## config.mk

```make
export PLATFORM = sky130hd
export DESIGN_NAME = l2cache_req_arbiter_flat
export DESIGN_NICKNAME = d
export VERILOG_FILES = /design/src/rtl/l2cache_req_arbiter_if.sv /design/src/rtl/l2cache_req_arbiter.sv /design/src/flat_wrapper.sv
export SDC_FILE = /design/constraint.sdc
export NUM_CORES = 1
export LEC_CHECK = 0
export BUFFER_PORTS_ARGS = -buffer_cell sky130_fd_sc_hd__buf_2
export CAP_MARGIN = 20
export CORE_AREA = 4 4 136 138
export DETAILED_ROUTE_END_ITERATION = 10
export DIE_AREA = 0 0 140 142
export PLACE_DENSITY = 0.6
export RECOVER_POWER = 100
export SETUP_SLACK_MARGIN = 0.4
export SLEW_MARGIN = 20
export SYNTH_ARGS = -nofsm -noshare
export SYNTH_HDL_FRONTEND = slang
export SYNTH_SLANG_ARGS = --single-unit
```

## constraint.sdc

```tcl
create_clock -name clk -period 4.1 [get_ports clk]
set_input_delay 0.82 -clock clk [delete_from_list [all_inputs] [get_ports clk]]
set_output_delay 0.82 -clock clk [all_outputs]
set_load 0.05 [all_outputs]
```

## src/rtl/l2cache_req_arbiter_if.sv

```systemverilog
// Signal bundle between the four L2 requesters, the writeback snoop and the
// L2 request port. The arbiter connects through the slave modport; the
// requesters and the L2 model drive the master side.
interface l2cache_req_arbiter_if;
  // pipeline cache-op
  logic        op_req;
  logic [31:0] op_addr;
  logic [31:0] op_code;
  logic        op_ack;
  // Icache
  logic        i_req;
  logic [31:0] i_addr;
  logic        i_addrOK;
  logic        i_dataOK;
  // Dcache
  logic        d_req;
  logic        d_wr;
  logic [31:0] d_addr;
  logic [31:0] d_wdata;
  logic [3:0]  d_wstrb;
  logic [1:0]  d_size;
  logic        d_addrOK;
  logic        d_dataOK;
  // L2 prefetcher
  logic        p_req;
  logic [31:0] p_addr;
  logic        p_addrOK;
  logic        p_done;
  // writeback snoop
  logic        wb_busy;
  logic [31:0] wb_addr;
  // L2 request port
  logic        l2_req;
  logic [2:0]  l2_from;
  logic [31:0] l2_addr;
  logic [31:0] l2_opcode;
  logic [31:0] l2_wdata;
  logic [3:0]  l2_wstrb;
  logic [1:0]  l2_size;
  logic        l2_addrOK;
  logic        l2_dataOK;

  modport slave (
    input  op_req, op_addr, op_code,
    output op_ack,
    input  i_req, i_addr,
    output i_addrOK, i_dataOK,
    input  d_req, d_wr, d_addr, d_wdata, d_wstrb, d_size,
    output d_addrOK, d_dataOK,
    input  p_req, p_addr,
    output p_addrOK, p_done,
    input  wb_busy, wb_addr,
    output l2_req, l2_from, l2_addr, l2_opcode, l2_wdata, l2_wstrb, l2_size,
    input  l2_addrOK, l2_dataOK
  );

  modport master (
    output op_req, op_addr, op_code,
    input  op_ack,
    output i_req, i_addr,
    input  i_addrOK, i_dataOK,
    output d_req, d_wr, d_addr, d_wdata, d_wstrb, d_size,
    input  d_addrOK, d_dataOK,
    output p_req, p_addr,
    input  p_addrOK, p_done,
    output wb_busy, wb_addr,
    input  l2_req, l2_from, l2_addr, l2_opcode, l2_wdata, l2_wstrb, l2_size,
    output l2_addrOK, l2_dataOK
  );
endinterface

```

## src/rtl/l2cache_req_arbiter.sv

```systemverilog
// l2cache_req_arbiter: single-outstanding arbiter in front of the L2 request
// port. Grants one of cache-op / Dcache / Icache / prefetcher (fixed priority
// op > D > I > pref), latches the winner's payload, runs the L2 handshake and
// routes the completion back to the owner. Dcache writes to the line under
// writeback are held off.
// Optional build macro L2ARB_STARVE_GUARD_EN: an Icache age counter promotes a
// starved Icache above the Dcache once it has waited STARVE_LIMIT cycles.
module l2cache_req_arbiter #(
  parameter int LINE_OFF_W   = 5,
  parameter int STARVE_LIMIT = 8,
  parameter int AGE_W        = 4
) (
  input logic                  clk,
  input logic                  rstn,
  l2cache_req_arbiter_if.slave bus
);

  typedef enum logic [1:0] {
    ST_IDLE = 2'd0,
    ST_REQ  = 2'd1,
    ST_RESP = 2'd2
  } state_t;

  localparam logic [2:0] FROM_OP = 3'd0;
  localparam logic [2:0] FROM_I  = 3'd1;
  localparam logic [2:0] FROM_DR = 3'd2;
  localparam logic [2:0] FROM_DW = 3'd3;
  localparam logic [2:0] FROM_PF = 3'd4;

  state_t      state_r, state_s;
  logic        take_s;
  logic [2:0]  win_s;
  logic [31:0] nxt_addr_s, nxt_opcode_s, nxt_wdata_s;
  logic [3:0]  nxt_wstrb_s;
  logic [1:0]  nxt_size_s;

  logic        l2_req_r;
  logic [2:0]  l2_from_r;
  logic [31:0] l2_addr_r, l2_opcode_r, l2_wdata_r;
  logic [3:0]  l2_wstrb_r;
  logic [1:0]  l2_size_r;
  logic        i_addrok_r, d_addrok_r, p_addrok_r;

  logic        d_blk_s;
  logic        i_promote_s;
  logic        done_s;
  logic        unused_s;

  // Dcache write to the line currently leaving for memory must wait.
  assign d_blk_s = bus.d_req & bus.d_wr & bus.wb_busy &
                   (bus.d_addr[31:LINE_OFF_W] == bus.wb_addr[31:LINE_OFF_W]);

  // Line-offset bits of the writeback address take no part in the compare.
  assign unused_s = ^{bus.wb_addr[LINE_OFF_W-1:0], 32'(STARVE_LIMIT), 32'(AGE_W)};

`ifdef L2ARB_STARVE_GUARD_EN
  localparam logic [AGE_W-1:0] AGE_MAX = {AGE_W{1'b1}};
  logic [AGE_W-1:0] age_r;
  logic             i_grant_s;
  logic             i_owner_s;

  assign i_grant_s   = take_s & (win_s == FROM_I);
  assign i_owner_s   = (state_r != ST_IDLE) & (l2_from_r == FROM_I);
  assign i_promote_s = ({{(32-AGE_W){1'b0}}, age_r} >= 32'(STARVE_LIMIT));

  // Icache wait age: saturating count of cycles the Icache is kept waiting.
  always_ff @(posedge clk or negedge rstn) begin
    if (!rstn) begin
      age_r <= {AGE_W{1'b0}};
    end else if (!bus.i_req || i_grant_s) begin
      age_r <= {AGE_W{1'b0}};
    end else if (i_owner_s) begin
      age_r <= age_r;
    end else if (age_r != AGE_MAX) begin
      age_r <= age_r + {{(AGE_W-1){1'b0}}, 1'b1};
    end else begin
      age_r <= age_r;
    end
  end
`else
  assign i_promote_s = 1'b0;
`endif

  // Winner selection and the payload it would latch; only acted on in IDLE.
  always_comb begin
    take_s       = 1'b0;
    win_s        = FROM_OP;
    nxt_addr_s   = 32'd0;
    nxt_opcode_s = 32'd0;
    nxt_wdata_s  = 32'd0;
    nxt_wstrb_s  = 4'd0;
    nxt_size_s   = 2'd2;
    if (bus.op_req) begin
      take_s       = 1'b1;
      win_s        = FROM_OP;
      nxt_addr_s   = bus.op_addr;
      nxt_opcode_s = bus.op_code;
    end else if (bus.i_req && i_promote_s) begin
      take_s     = 1'b1;
      win_s      = FROM_I;
      nxt_addr_s = bus.i_addr;
    end else if (bus.d_req && !d_blk_s) begin
      take_s     = 1'b1;
      win_s      = bus.d_wr ? FROM_DW : FROM_DR;
      nxt_addr_s = bus.d_addr;
      nxt_size_s = bus.d_size;
      if (bus.d_wr) begin
        nxt_wdata_s = bus.d_wdata;
        nxt_wstrb_s = bus.d_wstrb;
      end else begin
        nxt_wdata_s = 32'd0;
        nxt_wstrb_s = 4'd0;
      end
    end else if (bus.i_req) begin
      take_s     = 1'b1;
      win_s      = FROM_I;
      nxt_addr_s = bus.i_addr;
    end else if (bus.p_req && !bus.d_req) begin
      take_s     = 1'b1;
      win_s      = FROM_PF;
      nxt_addr_s = bus.p_addr;
    end else begin
      take_s = 1'b0;
    end
    if (state_r != ST_IDLE) begin
      take_s = 1'b0;
    end else begin
      take_s = take_s;
    end
  end

  // Next state of the IDLE -> REQ -> RESP -> IDLE transaction sequencer.
  always_comb begin
    state_s = state_r;
    case (state_r)
      ST_IDLE: begin
        if (take_s) state_s = ST_REQ;
        else        state_s = ST_IDLE;
      end
      ST_REQ: begin
        if (bus.l2_addrOK) state_s = ST_RESP;
        else               state_s = ST_REQ;
      end
      ST_RESP: begin
        if (bus.l2_dataOK) state_s = ST_IDLE;
        else               state_s = ST_RESP;
      end
      default: state_s = ST_IDLE;
    endcase
  end

  // State register.
  always_ff @(posedge clk or negedge rstn) begin
    if (!rstn) state_r <= ST_IDLE;
    else       state_r <= state_s;
  end

  // Latched payload, L2 request valid and the one-cycle addrOK pulses.
  always_ff @(posedge clk or negedge rstn) begin
    if (!rstn) begin
      l2_req_r    <= 1'b0;
      l2_from_r   <= 3'd0;
      l2_addr_r   <= 32'd0;
      l2_opcode_r <= 32'd0;
      l2_wdata_r  <= 32'd0;
      l2_wstrb_r  <= 4'd0;
      l2_size_r   <= 2'd0;
      i_addrok_r  <= 1'b0;
      d_addrok_r  <= 1'b0;
      p_addrok_r  <= 1'b0;
    end else begin
      i_addrok_r <= 1'b0;
      d_addrok_r <= 1'b0;
      p_addrok_r <= 1'b0;
      if (take_s) begin
        l2_req_r    <= 1'b1;
        l2_from_r   <= win_s;
        l2_addr_r   <= nxt_addr_s;
        l2_opcode_r <= nxt_opcode_s;
        l2_wdata_r  <= nxt_wdata_s;
        l2_wstrb_r  <= nxt_wstrb_s;
        l2_size_r   <= nxt_size_s;
        i_addrok_r  <= (win_s == FROM_I);
        d_addrok_r  <= (win_s == FROM_DR) | (win_s == FROM_DW);
        p_addrok_r  <= (win_s == FROM_PF);
      end else if (state_r == ST_REQ && bus.l2_addrOK) begin
        l2_req_r <= 1'b0;
      end else begin
        l2_req_r <= l2_req_r;
      end
    end
  end

  // Completion is routed to the owner in the same cycle as l2_dataOK.
  assign done_s = (state_r == ST_RESP) & bus.l2_dataOK;

  assign bus.op_ack    = done_s & (l2_from_r == FROM_OP);
  assign bus.i_dataOK  = done_s & (l2_from_r == FROM_I);
  assign bus.d_dataOK  = done_s & ((l2_from_r == FROM_DR) | (l2_from_r == FROM_DW));
  assign bus.p_done    = done_s & (l2_from_r == FROM_PF);

  assign bus.i_addrOK  = i_addrok_r;
  assign bus.d_addrOK  = d_addrok_r;
  assign bus.p_addrOK  = p_addrok_r;

  assign bus.l2_req    = l2_req_r;
  assign bus.l2_from   = l2_from_r;
  assign bus.l2_addr   = l2_addr_r;
  assign bus.l2_opcode = l2_opcode_r;
  assign bus.l2_wdata  = l2_wdata_r;
  assign bus.l2_wstrb  = l2_wstrb_r;
  assign bus.l2_size   = l2_size_r;

endmodule

```

## src/flat_wrapper.sv

```systemverilog
// flat-port wrapper written by rule: the top's interface ports become plain ports
module l2cache_req_arbiter_flat 
#(
  parameter int LINE_OFF_W   = 5,
  parameter int STARVE_LIMIT = 8,
  parameter int AGE_W        = 4
)
  (clk, rstn, bus_op_req, bus_op_addr, bus_op_code, bus_op_ack, bus_i_req, bus_i_addr, bus_i_addrOK, bus_i_dataOK, bus_d_req, bus_d_wr, bus_d_addr, bus_d_wdata, bus_d_wstrb, bus_d_size, bus_d_addrOK, bus_d_dataOK, bus_p_req, bus_p_addr, bus_p_addrOK, bus_p_done, bus_wb_busy, bus_wb_addr, bus_l2_req, bus_l2_from, bus_l2_addr, bus_l2_opcode, bus_l2_wdata, bus_l2_wstrb, bus_l2_size, bus_l2_addrOK, bus_l2_dataOK);
  l2cache_req_arbiter_if bus_i ();
  input logic clk;
  input logic rstn;
  input wire logic [$bits(bus_i.op_req)-1:0] bus_op_req;
  input wire logic [$bits(bus_i.op_addr)-1:0] bus_op_addr;
  input wire logic [$bits(bus_i.op_code)-1:0] bus_op_code;
  output wire logic [$bits(bus_i.op_ack)-1:0] bus_op_ack;
  input wire logic [$bits(bus_i.i_req)-1:0] bus_i_req;
  input wire logic [$bits(bus_i.i_addr)-1:0] bus_i_addr;
  output wire logic [$bits(bus_i.i_addrOK)-1:0] bus_i_addrOK;
  output wire logic [$bits(bus_i.i_dataOK)-1:0] bus_i_dataOK;
  input wire logic [$bits(bus_i.d_req)-1:0] bus_d_req;
  input wire logic [$bits(bus_i.d_wr)-1:0] bus_d_wr;
  input wire logic [$bits(bus_i.d_addr)-1:0] bus_d_addr;
  input wire logic [$bits(bus_i.d_wdata)-1:0] bus_d_wdata;
  input wire logic [$bits(bus_i.d_wstrb)-1:0] bus_d_wstrb;
  input wire logic [$bits(bus_i.d_size)-1:0] bus_d_size;
  output wire logic [$bits(bus_i.d_addrOK)-1:0] bus_d_addrOK;
  output wire logic [$bits(bus_i.d_dataOK)-1:0] bus_d_dataOK;
  input wire logic [$bits(bus_i.p_req)-1:0] bus_p_req;
  input wire logic [$bits(bus_i.p_addr)-1:0] bus_p_addr;
  output wire logic [$bits(bus_i.p_addrOK)-1:0] bus_p_addrOK;
  output wire logic [$bits(bus_i.p_done)-1:0] bus_p_done;
  input wire logic [$bits(bus_i.wb_busy)-1:0] bus_wb_busy;
  input wire logic [$bits(bus_i.wb_addr)-1:0] bus_wb_addr;
  output wire logic [$bits(bus_i.l2_req)-1:0] bus_l2_req;
  output wire logic [$bits(bus_i.l2_from)-1:0] bus_l2_from;
  output wire logic [$bits(bus_i.l2_addr)-1:0] bus_l2_addr;
  output wire logic [$bits(bus_i.l2_opcode)-1:0] bus_l2_opcode;
  output wire logic [$bits(bus_i.l2_wdata)-1:0] bus_l2_wdata;
  output wire logic [$bits(bus_i.l2_wstrb)-1:0] bus_l2_wstrb;
  output wire logic [$bits(bus_i.l2_size)-1:0] bus_l2_size;
  input wire logic [$bits(bus_i.l2_addrOK)-1:0] bus_l2_addrOK;
  input wire logic [$bits(bus_i.l2_dataOK)-1:0] bus_l2_dataOK;
  assign bus_i.op_req = bus_op_req;
  assign bus_i.op_addr = bus_op_addr;
  assign bus_i.op_code = bus_op_code;
  assign bus_op_ack = bus_i.op_ack;
  assign bus_i.i_req = bus_i_req;
  assign bus_i.i_addr = bus_i_addr;
  assign bus_i_addrOK = bus_i.i_addrOK;
  assign bus_i_dataOK = bus_i.i_dataOK;
  assign bus_i.d_req = bus_d_req;
  assign bus_i.d_wr = bus_d_wr;
  assign bus_i.d_addr = bus_d_addr;
  assign bus_i.d_wdata = bus_d_wdata;
  assign bus_i.d_wstrb = bus_d_wstrb;
  assign bus_i.d_size = bus_d_size;
  assign bus_d_addrOK = bus_i.d_addrOK;
  assign bus_d_dataOK = bus_i.d_dataOK;
  assign bus_i.p_req = bus_p_req;
  assign bus_i.p_addr = bus_p_addr;
  assign bus_p_addrOK = bus_i.p_addrOK;
  assign bus_p_done = bus_i.p_done;
  assign bus_i.wb_busy = bus_wb_busy;
  assign bus_i.wb_addr = bus_wb_addr;
  assign bus_l2_req = bus_i.l2_req;
  assign bus_l2_from = bus_i.l2_from;
  assign bus_l2_addr = bus_i.l2_addr;
  assign bus_l2_opcode = bus_i.l2_opcode;
  assign bus_l2_wdata = bus_i.l2_wdata;
  assign bus_l2_wstrb = bus_i.l2_wstrb;
  assign bus_l2_size = bus_i.l2_size;
  assign bus_i.l2_addrOK = bus_l2_addrOK;
  assign bus_i.l2_dataOK = bus_l2_dataOK;
  l2cache_req_arbiter #(.LINE_OFF_W(LINE_OFF_W), .STARVE_LIMIT(STARVE_LIMIT), .AGE_W(AGE_W)) u_core (.clk(clk), .rstn(rstn), .bus(bus_i));
endmodule
```

### Word level (Yosys, flattened, before mapping)

Cells that the tools add are included.

* equal/unequal tests: 11
* muxes and demuxes: 32
* bitwise gates (word level): 10
* reduce and logical (&&, ||, !) cells: 9

Operator list (number)
* $mux 32: 8
* $eq 27x27->1: 1
* $eq 3x2->1 const B: 4
* $mux 1: 12
* $mux 3: 4
* $mux 4: 3
* $and 1x1->1: 8
* $mux 2: 4
* $eq 3x1->1 const B: 2
* $eq 3x3->1 const B: 2
* $pmux 2 s3: 1
* $reduce_bool 2->1: 2
* $logic_and 1x1->1: 3
* $logic_not 3->1: 1
* $eq 2x1->1 const B: 1
* $eq 2x2->1 const B: 1
* $logic_not 1->1: 2
* $logic_not 2->1: 1
* $or 1x1->1: 2

* register bits: 111
* input port bits: 240
* output and inout port bits: 113
* logic and storage cells: 73

### Depth between registers and ports, before layout

* word-level depth: 10
* depth in mapped cells: 9
* depth with buffers taken out: 6

### Worst setup path before layout

Ideal clock, no wire load.

* kind: input -> output
* from: input bus_l2_dataOK
* to: output bus_p_done
* arrival: 2.107 ns
* data required time: 3.280 ns
* setup slack: 1.173 ns
* stages: 2
* path buffers: 0
* path through: nand3b_1 -> nor3b_1

* word-level cells in the longest chain between the ends: 2

Ends and longest elaborated chain
* from (decl): line flat_wrapper.sv:42 `input wire logic [$bits(bus_i.l2_dataOK)-1:0] bus_l2_dataOK;`
* $and 1x1->1: line l2cache_req_arbiter.sv:195 `assign done_s = (state_r == ST_RESP) & bus.l2_dataOK;`
* $and 1x1->1: line l2cache_req_arbiter.sv:200 `assign bus.p_done = done_s & (l2_from_r == FROM_PF);`
* to (decl): line flat_wrapper.sv:31 `output wire logic [$bits(bus_i.p_done)-1:0] bus_p_done;`

Every way passes these cells.

### Final worst setup path

* from: input bus_op_req
* to: register u_core.l2_addr_r[14], in the netlist u_core.bus.l2_addr[14]

* word-level cells in the longest chain between the ends: 2
* elaborated cells between the ends (all ways): 3
* classes of those cells: 3 x mux

Ends and longest elaborated chain
* from (decl): line flat_wrapper.sv:12 `input wire logic [$bits(bus_i.op_req)-1:0] bus_op_req;`
* $mux 1: line l2cache_req_arbiter.sv:93 `if (bus.op_req) begin`
* $mux 1: line l2cache_req_arbiter.sv:125 `if (state_r != ST_IDLE) begin`
* to (signal assigned): line l2cache_req_arbiter.sv:178 `l2_addr_r <= nxt_addr_s;`
* to (decl): line l2cache_req_arbiter.sv:39 `logic [31:0] l2_addr_r, l2_opcode_r, l2_wdata_r;`

Parallel ways exist; a longest one is shown, timed or not.
A chain may end at the register's enable or synchronous reset.

==> impl_metrics.env <==
export IMPL_status="finished with violations"
export IMPL_violations="max-capacitance violations, max-slew violations"
export IMPL_netSwitchingFraction_pct=53.6
export IMPL_port_buffers=347
export IMPL_top_layer_used="met4"
export IMPL_place_area_um2=7430
export IMPL_crit_arrival_ps=3650
export IMPL_antenna_left=0
export IMPL_p_switching_uw=2910
export IMPL_drt_iter0_drc=346
export IMPL_postRouteWirelength_um=21100
export IMPL_num_io_pins=353
export IMPL_worst_slew_pin_slew_ps=1910
export IMPL_fin_crit_ps=3370
export IMPL_dr_wl_met3_um=1550
export IMPL_synth_top_area_share_pct=50.2
export IMPL_critPathCaptureType="flip-flop"
export IMPL_synth_edff_count=0
export IMPL_die_x_um=140
export IMPL_fin_nets=1153
export IMPL_route_met2_wl_um=10100
export IMPL_stdcell_area_um2=7530
export IMPL_syn_mean_instance_area_um2=9.31
export IMPL_crit_type="input port to flip-flop"
export IMPL_rrSetupSlack_ps=1520
export IMPL_start_kind="input port"
export IMPL_drive_above_1_share_pct=29.0
export IMPL_p_leak_uw=0.00380
export IMPL_fillerInstances=1812
export IMPL_clk_insertion_delay_late_ps=350
export IMPL_powerDensity_nw_per_um2=720
export IMPL_crit_fanout=104
export IMPL_hold_class="flip-flop to flip-flop"
export IMPL_slew_headroom_pct=-27.5
export IMPL_cts_tree="yes"
export IMPL_cts_buffers_inserted=9
export IMPL_die_area_um2=19900
export IMPL_post_cts_buffers=0
export IMPL_wl_met1_um=8960
export IMPL_synth_most_common_cell="dfrtp_1"
export IMPL_grt_pass1_wl_um=32200
export IMPL_cts_resized=0
export IMPL_irDropWorstVdd_v=0.000332
export IMPL_cts_max_path_buffers=2
export IMPL_synth_nets=835
export IMPL_synth_seq_area_share_pct=50.2
export IMPL_min_to="u_core.bus.l2_opcode[29]$_DFFE_PN0P_"
export IMPL_drc_errors=0
export IMPL_hold_viol=0
export IMPL_syn_cell_area_um2=5540
export IMPL_tns_ps=0
export IMPL_ys_types=36
export IMPL_drv_cap=1
export IMPL_ys_flop_type="dfrtp_1"
export IMPL_first_pass_iters=5
export IMPL_synth_seq_cells=111
export IMPL_netlist_top_cells_count="dfrtp_1, a21oi_1, nand2_1, a22o_1, inv_1"
export IMPL_critPathRequiredTime_ps=4380
export IMPL_rr_startpoint="u_core.state_r[0]$_DFF_PN0_"
export IMPL_grt_use_total_pct=20.3
export IMPL_yosysTopAreaCell="dfrtp_1"
export IMPL_rsz0062_at_grt="false"
export IMPL_finalSetupViolations=0
export IMPL_pwr_share_clk_pct=15.7
export IMPL_clkTransAtPathRegs_ps=80
export IMPL_pwr_share_comb_pct=52.8
export IMPL_place_congestion=0.816
export IMPL_start_util_pct=32.2
export IMPL_async_reset_ff_share_pct=100
export IMPL_fmax_mhz=297
export IMPL_antenna_found_initial=2
export IMPL_place_hpwl_um=15700
export IMPL_layoutNonFillerInstCount=1143
export IMPL_seqPwrFrac_pct=31.4
export IMPL_vias_per_cell=4.95
export IMPL_post_route_period_util_pct=82.1
export IMPL_num_rows=48
export IMPL_areaGrowthSynthToFinish_pct=36.0
export IMPL_holdBufCountCts=0
export IMPL_whs_path_depth=2
export IMPL_r2r_cells=6
export IMPL_synth_cells=595
export IMPL_ys_warnings_count=0
export IMPL_cts_sinks=111
export IMPL_fin_skew_ps=10.3
export IMPL_core_area_um2=17200
export IMPL_dp_cells=1127
export IMPL_finalMaxSlewViolations=75
export IMPL_fp_dieH_um=142
export IMPL_worstHoldStart="u_core.bus.l2_opcode[29]$_DFFE_PN0P_"
export IMPL_p_int_uw=2510
export IMPL_reg2reg_to="u_core.bus.l2_addr[14]$_DFFE_PN0P_"
export IMPL_cts_max_level=3
export IMPL_synth_area_leaders="dfrtp_1, a22o_1, a21oi_1"
export IMPL_num_vias=5658
export IMPL_overflow=0
export IMPL_wire_per_inst_um=18.4
export IMPL_grt_start_max_net_pins=105
export IMPL_root_buffer="clkbuf_16"
export IMPL_grt_pass1_vias=5786
[worst max-delay path by stage]
stage	startpoint	endpoint	slack, ps	depth (start not counted)
final	bus_op_req	u_core.bus.l2_addr[14]$_DFFE_PN0P_	730	8
after global routing	bus_op_req	u_core.bus.l2_addr[30]$_DFFE_PN0P_	470	8
after CTS	bus_d_addr[5]	u_core.bus.l2_wdata[16]$_DFFE_PN0P_	1090	8
after detailed placement	bus_d_addr[5]	u_core.bus.l2_wdata[16]$_DFFE_PN0P_	720	8
after global placement	bus_d_addr[5]	u_core.bus.l2_wdata[28]$_DFFE_PN0P_	730	8
after floorplan	bus_l2_dataOK	bus_p_done	1170	2
[routing by layer]
layer | up-vias | GRT usage (%)
met1 | 2641 | 26.2
met3 | 30 | 4.57
li1 | 2732 | -
met2 | 255 | 34.0
met5 | - | 0
met4 | 0 | 7.09
[kinds of logic after synthesis]
family,synth area share (%)
XOR/XNOR,4.27
buffers and inverters,6.89
AND/OR/NAND/NOR,13.9
flip-flops,50.2
AO/OA/AOI/OAI,24.8
[through the flow]
step	worst slack, ps	total power (uW)	utilization [%]	hold WS (ps)
CTS	1090	5610	44.9	468
global route	472	5750	43.9	483
global placement	734	4710	43.2	445
floorplan	1170	3900	-	524
detailed placement	719	4740	43.2	451
finish	734	5420	43.9	466
[final cells by class]
cell class	instances	area, um^2	area share (%)
diodes	1	2.50	0.0332
clock buffers	10	239	3.17
clock inverters	5	42.5	0.565
inverters	34	128	1.69
multi-input cells	398	2380	31.6
flip-flops and latches	111	2780	36.9
well taps	225	282	3.74
repair buffers	359	1680	22.3
[critical path, stage by stage]
cell      delay, ps
buf_4           270
nor4_1          620
nor3_2          100
buf_4           270
o31ai_1         110
clkbuf_4        970
a21oi_1         130
a21oi_1         200
[registers in the layout (all words and copies together), names as in the netlist, 2 cells and up]
register	cells
u_core.bus.l2_size	2
u_core.bus.l2_from	3
u_core.bus.l2_wstrb	4
u_core.bus.l2_addr	32
u_core.state_r	2
u_core.bus.l2_opcode	32
u_core.bus.l2_wdata	32
[power groups by stage]
stage                     Sequential [uW]  Clock, uW  Combinational, uW
after detailed placement             1710          0               3030
final                                1710        853               2870
after global placement               1700          0               3020
after CTS                            1690        883               3030
after global routing                 1760        925               3070
after floorplan                      2990          0                911
[cells in the final DEF, fill, tap and decap left out, drive strengths merged, types with 3 or more instances in the layout]
cell and count:
nor4 8, a22o 68, dfrtp 111, nor3 5, buf 240, o22ai 32
clkbuf 129, inv 35, clkinv 4, xnor2 4, nor2 33, xor2 23
nor3b 3, a21oi 97, nand3 32, nand2 72
No activity file was read; power rests on OpenSTA's default activity.
